<file path="src/rtl/varint_byte_decoder_if.sv">
// Byte-stream input and decoded-value FIFO push bundle of the varint byte decoder.
// The master side is the environment; the slave side is the decoder.
interface varint_byte_decoder_if #(
  parameter int DATA_W = 64,
  parameter int IDX_W  = 16
);
  logic [7:0]        byte_in_data;
  logic              byte_in_valid;
  logic              byte_in_last;
  logic              byte_in_ready;
  logic              varint_in_fifo_full;
  logic              varint_in_fifo_push;
  logic [DATA_W-1:0] varint_in_fifo_data;
  logic              varint_in_index_push;
  logic [IDX_W-1:0]  varint_in_index_data;

  modport master (
    output byte_in_data, byte_in_valid, byte_in_last, varint_in_fifo_full,
    input  byte_in_ready, varint_in_fifo_push, varint_in_fifo_data,
           varint_in_index_push, varint_in_index_data
  );

  modport slave (
    input  byte_in_data, byte_in_valid, byte_in_last, varint_in_fifo_full,
    output byte_in_ready, varint_in_fifo_push, varint_in_fifo_data,
           varint_in_index_push, varint_in_index_data
  );
endinterface

</file>
<file path="src/rtl/varint_byte_decoder.sv">
// Strips LEB128 continuation bits from the protobuf wire stream and pushes each
// assembled varint plus its per-message ordinal; overlong/truncated varints are dropped.
module varint_byte_decoder #(
  parameter int DATA_W    = 64,
  parameter int MAX_BYTES = 10,
  parameter int IDX_W     = 16
) (
  input  logic                   clk,
  input  logic                   reset,
  varint_byte_decoder_if.slave   bus,
  output logic                   err_overlong,
  output logic                   err_truncated,
  output logic                   busy
);

  localparam int CNT_W = $clog2(MAX_BYTES);

  typedef enum logic [1:0] {
    ACCUM = 2'd0,
    EMIT  = 2'd1,
    SKIP  = 2'd2
  } state_t;

  state_t            state_r;
  logic [CNT_W-1:0]  cnt_r;
  logic [DATA_W-1:0] acc_r;
  logic [IDX_W-1:0]  idx_r;
  logic [DATA_W-1:0] data_r;
  logic [IDX_W-1:0]  idx_data_r;
  logic              last_r;
  logic              ready_r;
  logic              busy_r;
  logic              err_overlong_r;
  logic              err_truncated_r;
  logic              accept_s;
  logic              cont_s;
  logic              push_s;
  logic [DATA_W-1:0] acc_next_s;

  // Merge the 7-bit payload of byte k at bit 7k; anything above DATA_W falls off.
  function automatic logic [DATA_W-1:0] place_group(
    input logic [DATA_W-1:0] base,
    input logic [6:0]        group,
    input logic [CNT_W-1:0]  k
  );
    logic [DATA_W+6:0] wide;
    logic [6:0]        sh;
    sh   = 7'(k) * 7'd7;
    wide = {{DATA_W{1'b0}}, group} << sh;
    return base | wide[DATA_W-1:0];
  endfunction

  assign accept_s = bus.byte_in_valid && ready_r;
  assign cont_s   = bus.byte_in_data[7];
  // Push must see the FIFO's current full flag, so it is a decode of the EMIT state.
  assign push_s   = (state_r == EMIT) && !bus.varint_in_fifo_full;

  // Next accumulator value: byte 0 starts from an empty accumulator.
  always_comb begin
    acc_next_s = {DATA_W{1'b0}};
    if (cnt_r == {CNT_W{1'b0}}) begin
      acc_next_s = place_group({DATA_W{1'b0}}, bus.byte_in_data[6:0], cnt_r);
    end else begin
      acc_next_s = place_group(acc_r, bus.byte_in_data[6:0], cnt_r);
    end
  end

  // Decoder FSM with its registered outputs.
  always_ff @(posedge clk or posedge reset) begin
    if (reset) begin
      state_r         <= ACCUM;
      cnt_r           <= {CNT_W{1'b0}};
      acc_r           <= {DATA_W{1'b0}};
      idx_r           <= {IDX_W{1'b0}};
      data_r          <= {DATA_W{1'b0}};
      idx_data_r      <= {IDX_W{1'b0}};
      last_r          <= 1'b0;
      ready_r         <= 1'b1;
      busy_r          <= 1'b0;
      err_overlong_r  <= 1'b0;
      err_truncated_r <= 1'b0;
    end else begin
      err_overlong_r  <= 1'b0;
      err_truncated_r <= 1'b0;
      case (state_r)
        ACCUM: begin
          if (accept_s) begin
            if (!cont_s) begin
              data_r     <= acc_next_s;
              idx_data_r <= idx_r;
              last_r     <= bus.byte_in_last;
              acc_r      <= {DATA_W{1'b0}};
              cnt_r      <= {CNT_W{1'b0}};
              state_r    <= EMIT;
              ready_r    <= 1'b0;
              busy_r     <= 1'b1;
            end else if (cnt_r == CNT_W'(MAX_BYTES - 1)) begin
              // Overlong wins over truncation; a final byte also ends the message.
              err_overlong_r <= 1'b1;
              acc_r          <= {DATA_W{1'b0}};
              cnt_r          <= {CNT_W{1'b0}};
              ready_r        <= 1'b1;
              if (bus.byte_in_last) begin
                idx_r   <= {IDX_W{1'b0}};
                state_r <= ACCUM;
                busy_r  <= 1'b0;
              end else begin
                state_r <= SKIP;
                busy_r  <= 1'b1;
              end
            end else if (bus.byte_in_last) begin
              err_truncated_r <= 1'b1;
              acc_r           <= {DATA_W{1'b0}};
              cnt_r           <= {CNT_W{1'b0}};
              idx_r           <= {IDX_W{1'b0}};
              ready_r         <= 1'b1;
              busy_r          <= 1'b0;
            end else begin
              acc_r   <= acc_next_s;
              cnt_r   <= cnt_r + {{(CNT_W-1){1'b0}}, 1'b1};
              ready_r <= 1'b1;
              busy_r  <= 1'b1;
            end
          end
        end
        EMIT: begin
          if (!bus.varint_in_fifo_full) begin
            if (last_r) begin
              idx_r <= {IDX_W{1'b0}};
            end else begin
              idx_r <= idx_r + {{(IDX_W-1){1'b0}}, 1'b1};
            end
            state_r <= ACCUM;
            ready_r <= 1'b1;
            busy_r  <= 1'b0;
          end
        end
        SKIP: begin
          // Discarded varints never consume an ordinal.
          if (accept_s && (bus.byte_in_last || !cont_s)) begin
            if (bus.byte_in_last) begin
              idx_r <= {IDX_W{1'b0}};
            end
            state_r <= ACCUM;
            busy_r  <= 1'b0;
          end
        end
        default: begin
          state_r <= ACCUM;
          cnt_r   <= {CNT_W{1'b0}};
          acc_r   <= {DATA_W{1'b0}};
          ready_r <= 1'b1;
          busy_r  <= 1'b0;
        end
      endcase
    end
  end

  assign bus.byte_in_ready        = ready_r;
  assign bus.varint_in_fifo_push  = push_s;
  assign bus.varint_in_index_push = push_s;
  assign bus.varint_in_fifo_data  = data_r;
  assign bus.varint_in_index_data = idx_data_r;
  assign err_overlong             = err_overlong_r;
  assign err_truncated            = err_truncated_r;
  assign busy                     = busy_r;

endmodule

</file>
<file path="src/flat_wrapper.sv">
// flat-port wrapper written by rule: the top's interface ports become plain ports
module varint_byte_decoder_flat 
#(
  parameter int DATA_W    = 64,
  parameter int MAX_BYTES = 10,
  parameter int IDX_W     = 16
)
  (clk, reset, err_overlong, err_truncated, busy, bus_byte_in_data, bus_byte_in_valid, bus_byte_in_last, bus_varint_in_fifo_full, bus_byte_in_ready, bus_varint_in_fifo_push, bus_varint_in_fifo_data, bus_varint_in_index_push, bus_varint_in_index_data);
  varint_byte_decoder_if #(.DATA_W(DATA_W), .IDX_W(IDX_W)) bus_i ();
  input  logic clk;
  input  logic reset;
  output logic err_overlong;
  output logic err_truncated;
  output logic busy;
  input wire logic [$bits(bus_i.byte_in_data)-1:0] bus_byte_in_data;
  input wire logic [$bits(bus_i.byte_in_valid)-1:0] bus_byte_in_valid;
  input wire logic [$bits(bus_i.byte_in_last)-1:0] bus_byte_in_last;
  input wire logic [$bits(bus_i.varint_in_fifo_full)-1:0] bus_varint_in_fifo_full;
  output wire logic [$bits(bus_i.byte_in_ready)-1:0] bus_byte_in_ready;
  output wire logic [$bits(bus_i.varint_in_fifo_push)-1:0] bus_varint_in_fifo_push;
  output wire logic [$bits(bus_i.varint_in_fifo_data)-1:0] bus_varint_in_fifo_data;
  output wire logic [$bits(bus_i.varint_in_index_push)-1:0] bus_varint_in_index_push;
  output wire logic [$bits(bus_i.varint_in_index_data)-1:0] bus_varint_in_index_data;
  assign bus_i.byte_in_data = bus_byte_in_data;
  assign bus_i.byte_in_valid = bus_byte_in_valid;
  assign bus_i.byte_in_last = bus_byte_in_last;
  assign bus_i.varint_in_fifo_full = bus_varint_in_fifo_full;
  assign bus_byte_in_ready = bus_i.byte_in_ready;
  assign bus_varint_in_fifo_push = bus_i.varint_in_fifo_push;
  assign bus_varint_in_fifo_data = bus_i.varint_in_fifo_data;
  assign bus_varint_in_index_push = bus_i.varint_in_index_push;
  assign bus_varint_in_index_data = bus_i.varint_in_index_data;
  varint_byte_decoder #(.DATA_W(DATA_W), .MAX_BYTES(MAX_BYTES), .IDX_W(IDX_W)) u_core (.clk(clk), .reset(reset), .bus(bus_i), .err_overlong(err_overlong), .err_truncated(err_truncated), .busy(busy));
endmodule
</file>
<file path="config.mk">
export PLATFORM = sky130hd
export DESIGN_NAME = varint_byte_decoder_flat
export DESIGN_NICKNAME = d
export VERILOG_FILES = /design/src/rtl/varint_byte_decoder_if.sv /design/src/rtl/varint_byte_decoder.sv /design/src/flat_wrapper.sv
export SDC_FILE = /design/constraint.sdc
export NUM_CORES = 1
export LEC_CHECK = 0
export CAP_MARGIN = 20
export CORE_ASPECT_RATIO = 1.5
export CORE_MARGIN = 4
export CORE_UTILIZATION = 50
export DETAILED_ROUTE_END_ITERATION = 8
export PLACE_DENSITY = 0.74
export SYNTH_ARGS = -nofsm -noshare
export SYNTH_HDL_FRONTEND = slang
export SYNTH_SLANG_ARGS = --single-unit
</file>
<file path="constraint.sdc">
create_clock -name clk -period 7.4 [get_ports clk]
set_input_delay 1.48 -clock clk [delete_from_list [all_inputs] [get_ports clk]]
set_output_delay 1.48 -clock clk [all_outputs]
set_load 0.01 [all_outputs]
</file>
# Word-level counts from Yosys, hierarchy flattened
# Cells that the tools add are included.
# Widths: inputs -> output; s select.
classes:
  magnitude_cmp: 0
  n_eq_ne: 8
  bitwise: 4
  addsub: 2
  muxes: 44
  div: 0
  mul: 1
  n_shift: 1
  reduce_logical: 16
op_table:
  columns: ["cell", "count"]
  rows:
  - ["$mux 64", 5]
  - ["$pmux 64 s2", 1]
  - ["$mux 16", 6]
  - ["$or 64x64->64", 1]
  - ["$shl 7x7->64", 1]
  - ["$pmux 16 s3", 1]
  - ["$mux 1", 17]
  - ["$add 16x1->16 const B", 1]
  - ["$mux 4", 4]
  - ["$mux 2", 6]
  - ["$reduce_and 3->1", 3]
  - ["$pmux 4 s2", 1]
  - ["$mul 4x3->7 const B", 1]
  - ["$pmux 1 s3", 2]
  - ["$pmux 2 s3", 1]
  - ["$reduce_and 5->1", 1]
  - ["$add 4x1->4 const B", 1]
  - ["$eq 4x4->1 const B", 1]
  - ["$logic_not 4->1", 1]
  - ["$ne 2x1->1 const B", 2]
  - ["$ne 2x2->1 const B", 2]
  - ["$reduce_and 4->1", 1]
  - ["$logic_and 1x1->1", 3]
  - ["$ne 3x2->1 const B", 1]
  - ["9 further kinds", 12]
word_totals:
  out_inout_bits: 86
  ram_bits: 0
  n_memories: 0
  rom_bits: 0
  elab_cells: 87
  input_bits: 13
  latch_bits: 0
  reg_bits: 171

# Depth between registers and ports, before layout
# Gate-level depths: netlist of run 1.
depth:
  depth_word: 9
  ltp_mapped: 10
  mapped_depth_nobuf: 7

# Least setup slack after synthesis of run 1
# OpenSTA, ideal clock, no wires.
synth_timing:
  path_kind: "input -> output"
  start: "input port bus_varint_in_fifo_full"
  end: "output port bus_varint_in_index_push"
  arrival_time_ns: 1.862
  cell_stages: 2
  setup_slack_ns: 4.058
  t_required_ns: 5.920
  cell_sequence: "nor2b_1 buf_4"
synth_between:
  elab_chain_cells: 2
synth_lines:
  columns: ["item", "line_no", "rtl"]
  rows:
  - ["from (decl)", "flat_wrapper.sv:18", "input wire logic [$bits(bus_i.varint_in_fifo_full)-1:0] bus_varint_in_fifo_full;"]
  - ["$logic_not 1->1", "varint_byte_decoder.sv:56", "assign push_s = (state_r == EMIT) && !bus.varint_in_fifo_full;"]
  - ["$logic_and 1x1->1", "varint_byte_decoder.sv:56", null]
  - ["to (decl)", "flat_wrapper.sv:22", "output wire logic [$bits(bus_i.varint_in_index_push)-1:0] bus_varint_in_index_push;"]
# No other way between the ends.

# Worst setup path in the final report of run 1
layout_timing:
  start: "input port bus_varint_in_fifo_full"
  end: "output port bus_varint_in_fifo_push"
layout_between:
  elab_chain_cells: 2
layout_lines:
  columns: ["item", "line_no", "rtl"]
  rows:
  - ["$logic_not 1->1", "varint_byte_decoder.sv:56", null]
  - ["$logic_and 1x1->1", "varint_byte_decoder.sv:56", null]
  - ["to (decl)", "flat_wrapper.sv:20", "output wire logic [$bits(bus_i.varint_in_fifo_push)-1:0] bus_varint_in_fifo_push;"]
# No other way between the ends.

==> results of run 1 <==
## state kept, by name, indices dropped and copies added (netlist names)
| name | cells |
|---|---|
| u_core.acc_r | 64 |
| u_core.bus.varint_in_fifo_data | 64 |
| u_core.bus.varint_in_index_data | 16 |
| u_core.idx_r | 16 |
| u_core.cnt_r | 4 |
| u_core.state_r | 2 |
| u_core.bus.byte_in_ready | 1 |
| u_core.busy | 1 |
| u_core.err_overlong | 1 |
| u_core.err_truncated | 1 |
| u_core.last_r | 1 |
## kinds of logic (layout without fill, tap and decap cells)
| group | count (synthesis) | after routing | share of synthesized area (%) |
|---|---|---|---|
| buf+inv | 67 | 142 | 3.98 |
| fa+ha+maj | 8 | 8 | 1.39 |
| simple gates | 189 | 189 | 11.7 |
| compound gates | 248 | 248 | 20.8 |
| mux | 18 | 18 | 2.81 |
| flops | 171 | 171 | 59.3 |
## worst max-delay path: stages
cell	delay, ns
clkdlybuf4s50_1	0.46
nor2b_1	0.16
clkdlybuf4s50_1	0.56
## through the flow
stage / hold slack, ns / util, %
floorplan: 0.441 / -
global placement: 0.464 / 58.2
detailed placement: 0.469 / 58.2
CTS: 0.483 / 62.4
global route: 0.505 / 62.8
finish: 0.476 / 62.8
## placed cells by master, fill, tap and decap left out, types with 7 or more instances in the layout
cell type | Yosys | final
dfrtp_1 | 170 | 170
clkdlybuf4s50_1 | 0 | 98
o21ai_0 | 86 | 86
nand2_1 | 82 | 82
a21oi_1 | 77 | 77
nor2_1 | 55 | 55
a22o_1 | 29 | 29
a22oi_1 | 28 | 28
mux2_2 | 18 | 18
clkbuf_16 | 0 | 17
nand3_1 | 12 | 11
o31ai_1 | 10 | 10
ha_1 | 8 | 8
nor2b_1 | 7 | 7
inv_1 | 8 | 7
## where the power goes
part           switching, uW  leakage, uW  internal, uW  total (uW)
registers              0.771      0.00231           935         936
logic                   40.4      0.00130          10.3        50.7
clock network            370     0.000280           519         889
total                    411      0.00389          1460        1880
## cell type report
cell class | instances | share of cell area [%]
Clock inverter | 11 | 1.52
Multi-Input combinational cell | 463 | 30.1
Inverter | 8 | 0.395
Clock buffer | 20 | 5.14
Sequential cell | 171 | 48.2
Tap cell | 192 | 2.71
Timing Repair Buffer | 103 | 11.9
## per-layer routing
| layer | GRT usage [%] | vias up | share of wire (%) |
|---|---|---|---|
| met1 | 26.6 | 2854 | 41 |
| li1 | - | 2602 | - |
| met4 | 7.41 | 0 | 1.8 |
| met2 | 36.4 | 183 | 53 |
| met3 | 3.20 | 25 | 4.3 |
| met5 | 0 | - | 0 |
## worst paths after layout
path / to / slack, ns / startpoint
setup / recovery: bus_varint_in_fifo_push / 3.26 / bus_varint_in_fifo_full
hold / removal: u_core.bus.varint_in_fifo_data[16] / 0.48 / u_core.bus.varint_in_fifo_data[16]
setup reg to reg: u_core.acc_r[8] / 4.32 / u_core.cnt_r[1]
hold reg to reg: u_core.bus.varint_in_fifo_data[16] / 0.48 / u_core.bus.varint_in_fifo_data[16]
max in group asynchronous: u_core.acc_r[23] / 4.37 / reset
min in group asynchronous: u_core.bus.varint_in_index_data[11] / 1.63 / reset
==> out/summary.md, run 1 <==
- **count of mapped cells out of synthesis** 701
- **area occupied by multi-input gates** 2670 um^2
- **status** finished, final reports clean
- **total design power** 1880 uW
- **area after detailed placement** 8220 um^2
- **Primary FF master, synth** dfrtp_1
- **number of DRC violations after detailed routing** 0
- **critical path data required time** 5.92 ns
- **clock latency reported for the late side of the worst-skew pair** 0.42 ns
- **slew at the pin closest to its max-slew limit** 1.10 ns
- **buffer depth of the longest clock path** 2
- **post-synth top area share** 58.9%
- **Pwr per Cell Area** 211 nW/um^2
- **worst-case clock skew** 0.00737 ns
- **top area cells in the synthesized netlist** dfrtp_1 (59%), o21ai_0 (6.0%), a21oi_1 (5.3%), nand2_1 (4.3%), a22o_1 (3.5%)
- **setup repair after global routing missed its margin** false
- **slew margin rel.** 26.6%
- **GRT Util Overall** 20.9%
- **final worst setup slack** 3.26 ns
- **register area share after synthesis** 59.3%
- **final estimated routing congestion in global placement** 0.824
- **detailed-route via count** 5664
- **Die X-Extent** 106 um
- **number of clock buffers inserted by TritonCTS** 17
- **syn nets** 722
- **diode count** 0
- **Total Die Area** 16500 um^2
- **share of the cycle needed by the critical path after routing** 55.9%
- **FF+latch area** 4280 um^2
- **antenna violations before repair** 0
- **routed wire length** 17100 um
- **count of non-filler cells in the finished layout** 968
- **via count of the first global-routing pass** 5455
- **number of flops mapped to enable cells by yosys** 0
- **CTS Root Cell** clkbuf_16
- **Setup Viol. Count Final** 0
- **worst voltage drop across the vdd grid** 151 uV
- **distinct cell type count of the synthesized netlist** 43
- **dominant cell by count in the synthesized netlist** dfrtp_1
- **Netlist Area Pre-Place** 7220 um^2
- **Post-CTS Setup Inserts** 0
- **Non-Filler Cell Area, Final** 8880 um^2
- **clock transition at the register clock pins on the worst setup and hold paths after CTS** 0.06 ns
- **final-layout setup total negative slack** 0 ns
- **critical path class** input port to output port
- **peak clock frequency supported by timing** 0.242 GHz
- **maximum number of pins on one net before global-route repair** 110
- **depth of the worst register-to-register path** 6
- **startpoint kind of the worst setup timing path** input port
- **critical path capture point type** output port
- **antenna-violating nets left** 0
- **leftover overflow at the end of global routing** 0
- **proportion of layout cells with a drive suffix above 1** 8.51%
- **core area** 14100 um^2
- **number of cells upsized or downsized after cts** 0
- **peak fanout along the critical path** 2
- **setup slack after placement** 3.03 ns
- **post-synthesis register bit count** 171
- **leading post-synthesis cells by instance count** dfrtp_1 (170), o21ai_0 (86), nand2_1 (82)
- **placed cell count** 934
- **Final Critical Period** 4.14 ns
- **vias per cell** 5.85
- **TritonCTS Sinks** 171
- **global-route wire length before repair** 27700 um
- **final hold violation count** 0
- **Data arrival, critical path** 2.66 ns
- **Final HPWL DP** 11400 um
- **htree depth** 4
- **routed wirelength normalized by instance count** 17.7 um
- **class of the most critical hold timing path** register to register
- **proportion of synthesized flip-flops having asynchronous set or reset** 100%
- **Cell Rows** 53
- **Yosys warnings** 0
- **area delta synth->final** 22.9%
- **Max-cap violations** 0
- **cell type contributing the most total cell area after synthesis** dfrtp_1
- **quantity of hold-fixing buffers added after cts** 0
- **Final Slew Violations** 0
- **count of buffers inserted at the top-level ports** 98
- **count of boundary I/O pins** 99
- **worst hold stages** 2
- **clock tree from TritonCTS** done
- **Chip Height** 155 um
- **post-synthesis average cell area** 10.3 um^2
- **Layout fillers** 1154
- **Post-layout nets** 785
- **Iter 0 DRT Violations** 488
- **First-pass DRT Iterations** 5
- **total leakage power** 0.00389 uW
- **initial core utilization** 51.1%
No activity file was read; power rests on OpenSTA's default activity.
==> run 2, diff against run 1 <==
--- a/config.mk
+++ b/config.mk
@@ -8,9 +8,9 @@
 export CAP_MARGIN = 20
 export CORE_ASPECT_RATIO = 1.5
 export CORE_MARGIN = 4
-export CORE_UTILIZATION = 50
+export CORE_UTILIZATION = 49
 export DETAILED_ROUTE_END_ITERATION = 8
-export PLACE_DENSITY = 0.74
+export PLACE_DENSITY = 0.75
 export SYNTH_ARGS = -nofsm -noshare
 export SYNTH_HDL_FRONTEND = slang
 export SYNTH_SLANG_ARGS = --single-unit
==> constraint.sdc (replaced) <==
create_clock -name clk -period 3.7 [get_ports clk]
set_input_delay 0.74 -clock clk [delete_from_list [all_inputs] [get_ports clk]]
set_output_delay 0.74 -clock clk [all_outputs]
set_load 0.01 [all_outputs]
==> run 2 against run 1 <==
Compared with the run above: utilization down 1.3 points; clock skew rose by 0.0073 ns; sequential power up 100%; critical path depth increased by 1; combinational power grew 110%; count of clock-buffer cells in the layout shrank 1; worst setup slack got worse by 2.2 ns; largest power group unchanged.
==> out/summary.md, run 2 (synthesis results as in run 1) <==
- **Post-CTS Setup Inserts** 0, unchanged
- **worst-case clock skew** 0.0147 ns, +0.00732 ns
- **placed cell count** 949, +1.6%
- **reg2reg setup slack** 1.13 ns, -3.19 ns
- **Final Slew Violations** 0, unchanged
- **proportion of layout cells with a drive suffix above 1** 9.68%, +1.2 points
- **Setup Viol. Count Final** 0, unchanged
- **TritonCTS Sinks** 171, unchanged
- **combinational share of power** 2.9%, +0.2 points
- **Cell Rows** 54, +1.9%
- **Internal Pwr Total** 2930 uW, +100%
- **diode count** 0, unchanged
- **critical path data required time** 2.96 ns, -2.96 ns
- **Iter 0 DRT Violations** 461, -5.5%
- **count of non-filler cells in the finished layout** 981, +1.3%
- **launching point of the worst reg2reg path** u_core.cnt_r[1]
- **count of boundary I/O pins** 99, unchanged
- **htree depth** 4, unchanged
- **peak fanout along the critical path** 4, +2
- **slew at the pin closest to its max-slew limit** 0.986 ns, -0.114 ns
- **startpoint of the most critical setup path** u_core.state_r[1]
- **area after detailed placement** 8350 um^2, +1.5%
- **Non-Filler Cell Area, Final** 8940 um^2, +0.75%
- **net switching power of the design** 810 uW, +97%
- **vias per cell** 5.87, +0.24%
- **depth of the worst register-to-register path** 8, +2
- **critical register-to-register path endpoint** u_core.acc_r[19]
- **CTS Root Cell** clkbuf_16
- **leftover overflow at the end of global routing** 0, unchanged
- **First-pass DRT Iterations** 8, +3
- **share of the cycle needed by the critical path after routing** 72.5%
- **core area** 14500 um^2, +2.8%
- **Post-layout nets** 794, +1.1%
- **Max-cap violations** 0, unchanged
- **startpoint kind of the worst setup timing path** register
- **most frequent cells in the layout** dfrtp_1 (170), clkdlybuf4s50_1 (98), o21ai_0 (86), nand2_1 (82), a21oi_1 (77)
- **peak clock frequency supported by timing** 0.373 GHz
- **clock latency reported for the late side of the worst-skew pair** 0.42 ns, about the same
- **slowest cell on the critical path** clkdlybuf4s50_1
- **class of the most critical hold timing path** register to register
- **final estimated routing congestion in global placement** 0.848, +2.9%
- **antenna violations before repair** 0, unchanged
- **status** finished, final reports clean
- **Pwr per Cell Area** 418 nW/um^2, +98%
- **CP Cell Sequence** inv_1 -> ha_1 -> nor2b_1 -> clkdlybuf4s50_1
- **most common cell after layout, fill and taps aside** dfrtp_1
- **Clk pwr share** 47.0%, -0.4 points
- **maximum single-stage delay on the critical path** 0.56 ns, about the same
- **maximum number of pins on one net before global-route repair** 111, +0.91%
- **worst hold margin** 0.481 ns, +0.00586 ns
- **capturing element of the worst setup path** bus_varint_in_index_push
- **sequential cell fraction of total power** 50.1%, +0.2 points
- **utilization after layout** 61.6%, -1.3 points
- **total leakage power** 0.00393 uW, +1.1%
- **count of buffers inserted at the top-level ports** 98, unchanged
- **final hold violation count** 0, unchanged
- **number of clock buffers inserted by TritonCTS** 17, unchanged
- **number of DRC violations after detailed routing** 0, unchanged
- **Total Die Area** 16800 um^2, +1.9%
- **setup repair after global routing missed its margin** false
- **area delta synth->final** 23.8%
- **final-layout setup total negative slack** 0 ns, unchanged
- **Data arrival, critical path** 1.94 ns, -0.72 ns
- **clock transition at the register clock pins on the worst setup and hold paths after CTS** 0.06 ns, about the same
- **antenna-violating nets left** 0, unchanged
- **worst voltage drop across the vdd grid** 298 uV, +97%
- **slew margin rel.** 33.8%, +7.1 points
- **routed wirelength normalized by instance count** 18.3 um, +3.1%
- **via count of the first global-routing pass** 5822, +6.7%
- **Die X-Extent** 107 um, +0.94%
- **Layout fillers** 1194, +3.5%
- **global-route wire length before repair** 28900 um, +4.4%
- **fraction of power spent switching nets** 21.6%, -0.27 points
- **detailed-route via count** 5754, +1.6%
- **GRT Util Overall** 21.7%, +0.79 points
- **Final HPWL DP** 11800 um, +4.1%
- **clock tree from TritonCTS** done
- **quantity of hold-fixing buffers added after cts** 0, unchanged
- **critical path capture point type** output port
- **number of cells upsized or downsized after cts** 0, unchanged
- **critical path class** register to output port
- **routed wire length** 17900 um, +4.5%
- **Final Critical Period** 2.68 ns
- **buffer depth of the longest clock path** 2, unchanged
- **initial core utilization** 49.7%, -1.4 points
- **Chip Height** 157 um, +0.96%
run 2: cell types whose count changed in the layout (fill, tap and decap cells not counted):
cell / before / now
clkinvlp_4: 3 / 4
clkinv_2: 0 / 2
buf_12: 0 / 3
buf_16: 2 / 0
inv_6: 5 / 4
clkinv_4: 2 / 1
clkbuf_1: 1 / 0
buf_4: 3 / 11
run 2: critical path: cells and delay by family, from the launching register on:
family                   cells  cell delay (ns)
adder cells (fa/ha/maj)      1             0.27
buffers and inverters        2             0.65
flip-flops                   1             0.41
AND/OR/NAND/NOR              1             0.21
run 2: stage by stage:
stage	total power, uW	setup WS [ns]
global route	3860	0.877
floorplan	1970	0.778
finish	3740	1.02
CTS	3770	0.985
global placement	2010	0.774
detailed placement	2020	0.657
run 2: area by class of cell:
| class | count | area [um^2] | share of cell area, % |
|---|---|---|---|
| sequential | 171 | 4280 | 47.9 |
| multi-input combinational | 463 | 2670 | 29.9 |
| timing repair buffer | 112 | 1120 | 12.6 |
| clock buffer | 19 | 453 | 5.06 |
| tap | 196 | 245 | 2.74 |
| clock inverter | 12 | 136 | 1.52 |
| inverter | 8 | 33.8 | 0.378 |
run 2: power groups by stage:
stage	logic, uW	clock network, uW	registers, uW
floorplan	62.8	0	1910
global placement	106	0	1910
detailed placement	109	0	1910
CTS	110	1790	1870
global route	120	1870	1870
finish	109	1760	1870
run 2: metal layers:
layer,global-route usage (%),routed length [um]
met1,26.0,6930
met2,37.8,9420
met3,4.09,984
met4,9.99,570
met5,0,0
run 2: worst min path at each step:
stage	end	cells past startpoint	slack [ns]	from
after floorplan	u_core.idx_r[15]	1	0.44	u_core.idx_r[15]
after global placement	u_core.bus.varint_in_fifo_data[20]	2	0.46	u_core.bus.varint_in_fifo_data[20]
after detailed placement	u_core.bus.varint_in_fifo_data[25]	2	0.47	u_core.bus.varint_in_fifo_data[25]
after CTS	u_core.bus.varint_in_fifo_data[25]	2	0.48	u_core.bus.varint_in_fifo_data[25]
after global routing	u_core.last_r	1	0.52	u_core.last_r
final	u_core.bus.varint_in_fifo_data[25]	2	0.48	u_core.bus.varint_in_fifo_data[25]
